[src/rtl/store_pkg.sv]
// -----------------------------------------------------------------------------
// store_pkg
// Shared definitions for the store-path narrowing unit: RISC-V store funct3
// encodings, completion error codes and the store FSM state type.
// -----------------------------------------------------------------------------
package store_pkg;

  // Store width encodings (instruction funct3 field)
  localparam logic [2:0] F3_SB = 3'b000;
  localparam logic [2:0] F3_SH = 3'b001;
  localparam logic [2:0] F3_SW = 3'b010;

  // Completion status reported alongside done
  localparam logic [1:0] ERR_NONE     = 2'b00;
  localparam logic [1:0] ERR_MISALIGN = 2'b01;
  localparam logic [1:0] ERR_ILLEGAL  = 2'b10;
  localparam logic [1:0] ERR_TIMEOUT  = 2'b11;

  typedef enum logic {
    IDLE,
    WAIT_ACK
  } state_t;

endpackage

[src/rtl/store_lane_formatter.sv]
// -----------------------------------------------------------------------------
// store_lane_formatter
// Purely combinational: places the store operand onto the byte lanes of a
// 32-bit data-memory word and produces matching byte strobes. Flags accesses
// that are misaligned for their width and funct3 values that are not stores.
//
// Ports
//   addr       in  2   low byte-address bits
//   data       in  32  rs2 value
//   funct3     in  3   store width encoding
//   wdata      out 32  lane-replicated write data
//   wstrb      out 4   byte write enables
//   misaligned out 1   address not naturally aligned for the width
//   illegal    out 1   funct3 is not SB/SH/SW
// -----------------------------------------------------------------------------
module store_lane_formatter
  import store_pkg::*;
(
  input  logic [1:0]  addr,
  input  logic [31:0] data,
  input  logic [2:0]  funct3,
  output logic [31:0] wdata,
  output logic [3:0]  wstrb,
  output logic        misaligned,
  output logic        illegal
);

  always_comb begin
    // NOTE: every output gets a default before the case so no path leaves one
    // unassigned, which would otherwise infer a latch.
    wdata      = '0;
    wstrb      = '0;
    misaligned = 1'b0;
    illegal    = 1'b0;

    case (funct3)
      F3_SB: begin
        // Replicating the byte lets memory pick whichever lane the strobe enables.
        wdata = {4{data[7:0]}};
        wstrb = 4'b0001 << addr;
      end
      F3_SH: begin
        wdata      = {2{data[15:0]}};
        wstrb      = addr[1] ? 4'b1100 : 4'b0011;
        misaligned = addr[0];
      end
      F3_SW: begin
        wdata      = data;
        wstrb      = 4'b1111;
        misaligned = |addr;
      end
      default: begin
        illegal = 1'b1;
      end
    endcase
  end

endmodule

[src/rtl/store_narrow_unit.sv]
// -----------------------------------------------------------------------------
// store_narrow_unit
// Store path between the execute stage and the data-memory port. Accepts one
// store at a time, narrows it to byte lanes, rejects misaligned or illegal
// requests without touching memory, and holds a single write until it is
// acknowledged or the acknowledge timeout expires.
//
// Parameters
//   TIMEOUT_CYCLES  cycles to wait for mem_ack before aborting (1..255)
//
// Ports
//   clk, rst_n      clock, synchronous active-low reset
//   req_valid/ready request handshake (ready only while idle)
//   req_addr        byte address
//   req_data        rs2 value
//   req_funct3      store width (SB/SH/SW)
//   mem_we          write request, held until ack or timeout
//   mem_addr        word-aligned address
//   mem_wdata       lane-replicated data
//   mem_wstrb       byte enables
//   mem_ack         memory accepted the write
//   done            one-cycle completion pulse
//   err, err_code   completion status, valid with done
// -----------------------------------------------------------------------------
module store_narrow_unit
  import store_pkg::*;
#(
  parameter int unsigned TIMEOUT_CYCLES = 16
) (
  input  logic        clk,
  input  logic        rst_n,
  input  logic        req_valid,
  output logic        req_ready,
  input  logic [31:0] req_addr,
  input  logic [31:0] req_data,
  input  logic [2:0]  req_funct3,
  output logic        mem_we,
  output logic [31:0] mem_addr,
  output logic [31:0] mem_wdata,
  output logic [3:0]  mem_wstrb,
  input  logic        mem_ack,
  output logic        done,
  output logic        err,
  output logic [1:0]  err_code
);

  // The counter holds the number of ack-less WAIT_ACK cycles already seen, so
  // the cycle that would make it reach TIMEOUT_CYCLES is the one where it
  // equals TIMEOUT_CYCLES-1.
  localparam logic [7:0] LAST_WAIT = 8'(TIMEOUT_CYCLES - 1);

  state_t      state;
  logic [7:0]  wait_cnt;

  logic [31:0] fmt_wdata;
  logic [3:0]  fmt_wstrb;
  logic        fmt_misaligned;
  logic        fmt_illegal;

  store_lane_formatter u_fmt (
    .addr       (req_addr[1:0]),
    .data       (req_data),
    .funct3     (req_funct3),
    .wdata      (fmt_wdata),
    .wstrb      (fmt_wstrb),
    .misaligned (fmt_misaligned),
    .illegal    (fmt_illegal)
  );

  assign req_ready = (state == IDLE);

  // NOTE: state and outputs use non-blocking assignments so every register
  // samples pre-edge values regardless of statement order.
  always_ff @(posedge clk) begin
    if (!rst_n) begin
      // NOTE: the write datapath registers are reset too, since they are
      // visible on the memory port and must read zero after reset.
      state     <= IDLE;
      wait_cnt  <= '0;
      mem_we    <= 1'b0;
      mem_addr  <= '0;
      mem_wdata <= '0;
      mem_wstrb <= '0;
      done      <= 1'b0;
      err       <= 1'b0;
      err_code  <= ERR_NONE;
    end else begin
      // Completion outputs are pulses; they only stay high when re-asserted.
      done     <= 1'b0;
      err      <= 1'b0;
      err_code <= ERR_NONE;

      case (state)
        IDLE: begin
          if (req_valid) begin
            if (fmt_illegal) begin
              done     <= 1'b1;
              err      <= 1'b1;
              err_code <= ERR_ILLEGAL;
            end else if (fmt_misaligned) begin
              done     <= 1'b1;
              err      <= 1'b1;
              err_code <= ERR_MISALIGN;
            end else begin
              mem_addr  <= {req_addr[31:2], 2'b00};
              mem_wdata <= fmt_wdata;
              mem_wstrb <= fmt_wstrb;
              mem_we    <= 1'b1;
              wait_cnt  <= '0;
              state     <= WAIT_ACK;
            end
          end
        end

        WAIT_ACK: begin
          // Ack is tested first so it wins over a timeout in the same cycle.
          if (mem_ack) begin
            mem_we <= 1'b0;
            done   <= 1'b1;
            state  <= IDLE;
          end else if (wait_cnt == LAST_WAIT) begin
            mem_we   <= 1'b0;
            done     <= 1'b1;
            err      <= 1'b1;
            err_code <= ERR_TIMEOUT;
            state    <= IDLE;
          end else begin
            wait_cnt <= wait_cnt + 8'd1;
          end
        end

        default: state <= IDLE;
      endcase
    end
  end

endmodule

[config.mk]
export PLATFORM = sky130hd
export DESIGN_NAME = store_narrow_unit
export DESIGN_NICKNAME = d
export VERILOG_FILES = /design/src/rtl/store_pkg.sv /design/src/rtl/store_lane_formatter.sv /design/src/rtl/store_narrow_unit.sv
export SDC_FILE = /design/constraint.sdc
export NUM_CORES = 1
export LEC_CHECK = 0
export BUFFER_PORTS_ARGS = -buffer_cell sky130_fd_sc_hd__buf_2
export CAP_MARGIN = 0
export CORE_ASPECT_RATIO = 0.5
export CORE_MARGIN = 2
export CORE_UTILIZATION = 47
export DETAILED_ROUTE_END_ITERATION = 12
export GPL_TIMING_DRIVEN = 0
export PLACE_DENSITY = 0.88
export SYNTH_ARGS = -nofsm -noshare
export SYNTH_HDL_FRONTEND = slang
export SYNTH_SLANG_ARGS = --single-unit
[constraint.sdc]
create_clock -name clk -period 1.6 [get_ports clk]
set_input_delay 0.32 -clock clk [delete_from_list [all_inputs] [get_ports clk]]
set_output_delay 0.32 -clock clk [all_outputs]
set_load 0.02 [all_outputs]
==> results.toml, run 1 <==
[synth]
async_flop_share = 0
syn_area_um2 = 3390
syn_inst = 419
synthFlopType = "dfxtp_1"
synth-seq-area-share = 0.473
synth.distinct_cells = 45
synth_edf_count = 0
ys_ff_latch = 80
yosys_warnings = 0
avgSynthCellArea_um2 = 8.08

[global_route]
antenna_found_initial = 0
track_usage = 0.252
grt_pass1_vias = 3252
grt_max_degree = 14
grt_pass1_wl_um = 15400
grt_overflow_total = 0

[cts]
worstSkewPairLatency_ns = 0.34
hold_buffers = 0
clk_pin_slew_ns = 0.06
root_buffer = "clkbuf_16"
cts.sinks = 80
h-tree-depth = 3
cts_made_buffers = 9
cts_tree = "built"
cts.path.max_buffers = 2

[power]
clockPowerShare = 0.470
switchingPower_uw = 1210
swShare = 0.236
p_per_area_nw_per_um2 = 1090
peakVddDrop_mv = 0.721
p_int_uw = 3900
leakage_uw = 0.00208
comb_power_share = 0.121
seq_power_share = 0.409

[setup_path]
rr_worst_depth = 4
start_kind = "flip-flop"
reg2reg_slack_ns = -0.02
crit_slowest_cell = "or4_4"
path_max_fanout = 6
cp_num_cells = 4
slowest_delay_ns = 0.58
cp.required_ns = 1.84
critPathTopFamily = "simple AND/OR/NAND/NOR gates"
critPathKind = "reg2reg"
critical_path_arrival_ns = 1.86
worstPathCellList = "or4_4, o21ai_4, nand2_4, a311oi_2"
cp-end-kind = "flip-flop"
critPathBufInv = 0

[placed_design]
place.gp.congestion = 0.937
dp_slack_ns = -0.227
place_area_um2 = 4210
io_buffers = 141
hpwl_um = 7020

[sta]
setup_viol_count_final = 1
hold_violations = 0
slew_headroom = 0.634
finalMaxSlewViolations = 0
fin_ws_ns = -0.0154
fin_crit_ns = 1.62
worstMarginPinSlew_ns = 0.549
max_freq_ghz = 0.619
period_share = 1.01
skew_ns = 0.00440
rsz0062_at_grt = "yes"

[drt]
viasPerCell = 5.35
drt-initial-drc-count = 301
wirelength_um = 9910
drt_pre_antenna_iters = 5
top_layer = "met4"
wl_met2_um = 4800
vias = 3611
drtAntennaViolNets = 0
wl_per_cell_um = 14.7
drc_errors = 0
wl_met1_um = 4290
routed-wl-met3_um = 644

[finish]
stdcell_area_um2 = 4700
antennaDiodeCount = 0
n_fill_cell = 569
nets = 650
drive_above_1_share = 0.353
syn2layout_area_growth_pct = 38.7

[floorplan]
start_util = 0.496
die_area_um2 = 7940
rows = 21
ios = 145
core_region_area_um2 = 6830
die_w_um = 124
die_h_um = 64.0

[outcome]
status = "complete, but fails checks"
violations = "negative setup slack"

[run]
max-cap-violations = 0

[min_path]
min_path_cells = 3
worstHoldPathType = "in2reg"
final cells by class:
type / count / area [um2] / area share
multi-input cells: 303 / 1650 / 0.351
flip-flops and latches: 80 / 1600 / 0.342
repair buffers: 147 / 751 / 0.160
clock buffers: 11 / 253 / 0.0538
plain buffers: 33 / 206 / 0.0440
well taps: 92 / 115 / 0.0245
clock inverters: 5 / 103 / 0.0218
inverters: 4 / 15.0 / 0.00320
worst register-to-register path, delay by kind of cell, from the launching register on:
family           cells  cell delay (ns)
AO/OA/AOI/OAI        2             0.49
AND/OR/NAND/NOR      2             0.69
flip-flops           1             0.34
power groups by stage:
stage	Clock, uW	Combinational (uW)	Sequential (uW)
after floorplan	0	263	2220
after global placement	0	574	2130
after detailed placement	0	585	2140
after CTS	2420	591	2090
after global routing	2530	673	2100
final	2400	619	2090
logic make-up (layout without fill, tap and decap cells):
logic type,count (synthesis),count (layout),synth area share
adders and majority gates,1,1,0.00369
AOI/OAI and AO/OA,108,108,0.191
other,1,2,0.00111
DFF,80,80,0.473
buffers and inverters,37,200,0.0621
and+or+nand+nor,183,183,0.243
muxes,9,9,0.0266
placed cells by master, fill, tap and decap left out, types with 6 or more instances in the layout:
cell,Yosys,layout
a211oi_1,16,12
a21oi_1,70,70
buf_2,7,147
buf_4,9,16
clkbuf_1,12,9
clkbuf_16,0,9
dfxtp_1,80,78
mux2i_1,9,9
nand2_1,97,97
nand3_1,7,6
nor2_1,32,32
nor2b_1,10,10
nor3_1,17,17
or3_1,8,8
layer usage:
metal,global-route usage,up-vias
met5,0,-
met4,0.0927,0
met3,0.0714,20
met2,0.419,159
met1,0.312,1679
li1,-,1753
synth_stat cells (all sizes together), types with 2 or more instances:
cell type  instances  share of area
a211oi            16          0.035
a21oi             70           0.10
a311oi             2         0.0052
and2b              2         0.0048
buf               19          0.038
clkbuf            14          0.020
dfxtp             80           0.47
inv                4         0.0044
mux2i              9          0.027
nand2             98           0.11
nand3              7          0.010
nand4b             2         0.0052
nor2              32          0.035
nor2b             10          0.018
nor3              18          0.030
o211ai             4         0.0089
o21a               2         0.0044
o21ai              6          0.013
o221ai             2         0.0052
or3                8          0.015
state kept, by name, summed over array words and instances (netlist names), 2 cells and up:
name / count
mem_wstrb: 4
mem_addr: 30
wait_cnt: 8
mem_wdata: 32
err_code: 2
timing repair:
action | in CTS | in global routing
pin swaps | 0 | 4
resized for setup | 3 | 23
buffers inserted | 0 | 6
gates cloned | 0 | 0
endpoints found under the setup margin | 57 | 60
path summary, 6_finish.rpt:
kind	startpoint	end
worst min-delay path	req_addr[29]	mem_addr[29]
worst max-delay path	wait_cnt[6]	wait_cnt[3]
worst max register to register	wait_cnt[6]	wait_cnt[3]
worst min register to register	mem_addr[23]	mem_addr[23]
per-stage QoR:
step / TNS [ns] / util / hold slack, ns / power, uW / std cells
6_report: -0.0154 / 0.688 / 0.217 / 5110 / 675
5_1_grt: -0.540 / 0.688 / 0.211 / 5300 / 675
4_1_cts: 0 / 0.670 / 0.207 / 5110 / 669
3_5_place_dp: -10.77 / 0.616 / 0.443 / 2720 / 653
3_3_place_gp: -8.17 / 0.616 / 0.438 / 2710 / 653
2_1_floorplan: 0 / - / 0.456 / 2480 / 420
Power figures use the tool's default switching activity.
==> inputs of run 2 (changes only) <==
PLACE_DENSITY = not set   (was 0.88)
PLACE_DENSITY_LB_ADDON = 0.1   (was not set)
==> results.toml, run 2 (synthesis gave the netlist of run 1 again) <==
[outcome]
status = "complete, but fails checks"
violations = "negative setup slack"

[drt]
wl_per_cell_um = 14.5
drt_pre_antenna_iters = 4
drtAntennaViolNets = 0
drt-initial-drc-count = 135
vias = 3463
wirelength_um = 9770
viasPerCell = 5.15
drc_errors = 0

[floorplan]
rows = 21
die_area_um2 = 7940
start_util = 0.496
die_h_um = 64.0
ios = 145
core_region_area_um2 = 6830
die_w_um = 124

[placed_design]
hpwl_um = 7030
place.gp.congestion = 0.794
io_buffers = 141
dpl.cell_count = 653

[cts]
cts_made_buffers = 9
cts.sinks = 80
worstSkewPairLatency_ns = 0.33
clk_pin_slew_ns = 0.06
cts.path.max_buffers = 2
h-tree-depth = 3
cts_tree = "built"
hold_buffers = 0
root_buffer = "clkbuf_16"

[setup_path]
reg2reg_slack_ns = -0.02
rr_worst_depth = 5
cp.required_ns = 1.86
critPathKind = "reg2reg"
r2r-start = "wait_cnt[6]"
start_kind = "flip-flop"
r2r_end = "wait_cnt[1]"
critical_path_arrival_ns = 1.88
path_max_fanout = 5
cp-end-kind = "flip-flop"

[sta]
max_freq_ghz = 0.618
finalMaxSlewViolations = 0
worstMarginPinSlew_ns = 0.541
period_share = 1.01
setup_viol_count_final = 2
fin_crit_ns = 1.62
rsz0062_at_grt = "yes"
slew_headroom = 0.639
skew_ns = 0.00461
hold_violations = 0
fin_ws_ns = -0.0175

[global_route]
grt_pass1_vias = 3285
antenna_found_initial = 0
track_usage = 0.252
grt_overflow_total = 0
grt_pass1_wl_um = 15400
grt_max_degree = 13

[finish]
final_cell_mix = "buf_2, nand2_1, dfxtp_1"
antennaDiodeCount = 0
syn2layout_area_growth_pct = 36.9
mostFrequentLayoutCell = "buf_2"
top_register = "mem_wdata"
nets = 648
drive_above_1_share = 0.348
largestRegisters = "mem_wdata x32, mem_addr x30, wait_cnt x8"
finalNonFillerCells = 672
largest_reg_flops = 32

[power]
peakVddDrop_mv = 0.694
leakage_uw = 0.00205
p_per_area_nw_per_um2 = 1060
power_uw = 4910

[min_path]
min_path_cells = 3
hp-start = "req_addr[8]"
worstHoldPathType = "in2reg"
min_to = "mem_addr[8]"

[run]
max-cap-violations = 0
-- run 2: final cells by class --
type / count / area (um2)
fill: 627 / 2200
inverter: 4 / 15.0
timing repair buffer: 145 / 736
buffer: 33 / 200
tap: 92 / 115
clock inverter: 3 / 65.1
sequential: 80 / 1600
clock buffer: 12 / 256
multi-input combinational: 303 / 1640
-- run 2: worst max-delay path by stage --
stage               depth (start not counted)       endpoint  slack (ns)          start
detailed placement                          7  mem_wdata[11]       -0.26  req_funct3[2]
CTS                                         4    wait_cnt[3]       0.008    wait_cnt[7]
finish                                      5    wait_cnt[1]       -0.02    wait_cnt[6]
global placement                            6  mem_wdata[13]       -0.22  req_funct3[2]
global route                                4    wait_cnt[4]       -0.06    wait_cnt[6]
floorplan                                   6  mem_wdata[18]        0.12  req_funct3[0]
-- run 2: repair_timing --
item / 4_1_cts / 5_1_grt
hold endpoints to repair: 0 / 0
setup buffers: 0 / 4
pin swaps: 0 / 2
resized for setup: 2 / 17
endpoints found under the setup margin: 56 / 48
-- run 2: power by group --
part / internal [uW] / total [uW] / switching, uW
sequential: 2060 / 2090 / 32.9
clock: 1440 / 2210 / 767
combinational: 232 / 606 / 374
-- run 2: per-stage QoR --
stage	cell area (um2)	TNS, ns	setup WS, ns	hold WS, ns	util
2_1_floorplan	3390	0	0.117	0.456	-
3_3_place_gp	4210	-11.24	-0.223	0.439	0.616
3_5_place_dp	4210	-13.11	-0.262	0.444	0.616
4_1_cts	4540	0	0.00829	0.214	0.664
5_1_grt	4640	-0.239	-0.0607	0.228	0.679
6_report	4640	-0.0195	-0.0175	0.220	0.679
-- run 2: per-layer routing --
metal,GRT usage,share of wire,vias to the layer above
li1,-,-,1743
met1,0.310,0.45,1594
met2,0.402,0.45,119
met3,0.110,0.094,7
met4,0.0702,0.0087,0
met5,0,0,-
-- run 2: critical path, cell delays in order (launching register included) --
cell     delay, ns
dfxtp_2       0.34
or4_4         0.58
o21ai_4       0.24
buf_4         0.15
nand3_1       0.09
a21oi_2       0.14
==> inputs of run 3 (changes only) <==
ABC_AREA = 1   (was not set)
CORE_UTILIZATION = 48   (was 47)
==> results.toml, run 3 <==
[outcome]
status = "complete, no violations"

[global_route]
antenna_found_initial = 0
track_usage = 0.255
grt_overflow_total = 0
grt_max_degree = 13
grt_pass1_wl_um = 15300
grt_pass1_vias = 3412

[setup_path]
critPathTopFamily = "simple AND/OR/NAND/NOR gates"
path_max_fanout = 10
startpoint = "state"
cp-end-kind = "flip-flop"
critPathBufInv = 3
r2r-start = "state"
start_kind = "flip-flop"
worstPathCellList = "inv_4, nand2_2, nor2_4, nand3_4, buf_4, clkbuf_2, nand2_1, a21oi_1"
critPathKind = "reg2reg"
cp.required_ns = 1.80
crit_slowest_cell = "dfxtp_4"
slowest_delay_ns = 0.38
critical_path_arrival_ns = 1.69

[floorplan]
die_area_um2 = 7870
core_region_area_um2 = 6810
die_w_um = 123
rows = 21
ios = 145
start_util = 0.503
die_h_um = 63.7

[synth]
yosys-top-cells-count = "nand2_1, dfxtp_1, a21oi_1"
yosysMostFrequentCell = "nand2_1"
synthFlopType = "dfxtp_1"
syn_area_um2 = 3430
synthTopCellsByArea = "dfxtp_1, nand2_1, a21oi_1"
async_flop_share = 0
synth-seq-area-share = 0.467
syn_inst = 505
synth_edf_count = 0
avgSynthCellArea_um2 = 6.78
yosys_warnings = 0
yosysTopAreaCell = "dfxtp_1"
ys_ff_latch = 80
synth.distinct_cells = 24
netlist.area_leader.share = 0.467

[finish]
final_cell_mix = "nand2_1, buf_2, dfxtp_1"
mostFrequentLayoutCell = "nand2_1"
nets = 737
largestRegisters = "mem_wdata x32, mem_addr x30, wait_cnt x8"
n_fill_cell = 649
syn2layout_area_growth_pct = 35.7
drive_above_1_share = 0.279
largest_reg_flops = 32
stdcell_area_um2 = 4650
antennaDiodeCount = 0
top_register = "mem_wdata"

[cts]
cts.sinks = 80
root_buffer = "clkbuf_16"
cts_tree = "built"
h-tree-depth = 3
cts.path.max_buffers = 2
worstSkewPairLatency_ns = 0.34
clk_pin_slew_ns = 0.06
cts_made_buffers = 9
hold_buffers = 0

[drt]
routed-wl-met3_um = 795
wl_met1_um = 4340
wirelength_um = 9860
drc_errors = 0
drtAntennaViolNets = 0
vias = 3712
drt-initial-drc-count = 176
drt_pre_antenna_iters = 5
viasPerCell = 4.87
wl_met2_um = 4590
top_layer = "met4"
wl_per_cell_um = 12.9

[placed_design]
place.gp.congestion = 0.849
io_buffers = 142
dp_slack_ns = -0.176
place_area_um2 = 4260
hpwl_um = 7060

[sta]
max_freq_ghz = 0.672
worstMarginPinSlew_ns = 0.585
slew_headroom = 0.610
hold_violations = 0
setup_viol_count_final = 0
fin_crit_ns = 1.49
setup_tns_ns = 0
period_share = 0.929
rsz0062_at_grt = "yes"
finalMaxSlewViolations = 0
fin_ws_ns = 0.113
timing.hold.ws_ns = 0.221
skew_ns = 0.00319

[power]
leakage_uw = 0.00233
peakVddDrop_mv = 0.637
power_uw = 4950
p_per_area_nw_per_um2 = 1070

[min_path]
hp-start = "req_addr[27]"
worstHoldPathType = "in2reg"

[run]
max-cap-violations = 0
==> run 3: cell types whose count changed in the layout (fill, tap and decap cells not counted), moves of 10 or more <==
cell | previous run | this run
nand3_1 | 7 | 22
a211oi_1 | 12 | 0
nor2_1 | 31 | 42
inv_1 | 3 | 20
nand2_1 | 97 | 218
nor3_1 | 17 | 0
o21ai_0 | 4 | 17
nor2b_1 | 10 | 0
==> run 3: cell type report <==
type / instances / area (um2) / share of cell area
clock buffer: 13 / 250 / 0.0538
buffer: 25 / 154 / 0.0331
inverter: 25 / 96.3 / 0.0207
multi-input combinational: 377 / 1610 / 0.347
tap: 92 / 115 / 0.0248
timing repair buffer: 147 / 748 / 0.161
clock inverter: 3 / 65.1 / 0.0140
sequential: 80 / 1610 / 0.345
==> run 3: report_power, final <==
| group | leakage (uW) | internal, uW | total, uW | switching (uW) |
|---|---|---|---|---|
| combinational | 0.00152 | 238 | 654 | 416 |
| clock | 0.000154 | 1410 | 2180 | 771 |
| sequential | 0.000651 | 2070 | 2120 | 44.2 |
| total | 0.00233 | 3720 | 4950 | 1230 |
==> run 3: cell families (layout without fill, tap and decap cells) <==
kind of cell             after synthesis  count (layout)  share of synthesized area
AO/OA/AOI/OAI                         84              84                      0.125
adder cells (fa/ha/maj)                1               1                    0.00365
buffers and inverters                 50             213                     0.0698
flip-flops                            80              80                      0.467
other                                  1               2                    0.00109
AND/OR/NAND/NOR                      289             290                      0.333
==> run 3: path summary, 6_finish.rpt <==
kind                       end  slack [ns]  depth (start not counted)
hold reg to reg         mem_we        0.45                          2
setup / recovery  mem_addr[24]        0.11                          8
hold / removal    mem_addr[27]        0.22                          3
setup reg to reg  mem_addr[24]        0.11                          8
==> run 3: per-layer routing <==
metal / up-vias / track usage
met5: - / 0
met4: 0 / 0.0781
met3: 15 / 0.106
met2: 95 / 0.429
met1: 1682 / 0.295
li1: 1920 / -
==> run 3: through the flow <==
step / utilization / instances
finish: 0.683 / 762
global route: 0.683 / 762
CTS: 0.680 / 761
detailed placement: 0.625 / 740
global placement: 0.625 / 740
floorplan: - / 506
==> run 3: timing repair <==
| item | in CTS | in global routing |
|---|---|---|
| cloned | 1 | 0 |
| pin swaps | 1 | 1 |
| setup endpoints to repair | 64 | 62 |
| gates resized for setup | 6 | 9 |
| setup buffers | 4 | 1 |
==> run 3: tightest hold or removal path, stage by stage <==
cell	delay [ns]
buf_2	0.09
nand2_1	0.05
a21oi_1	0.05
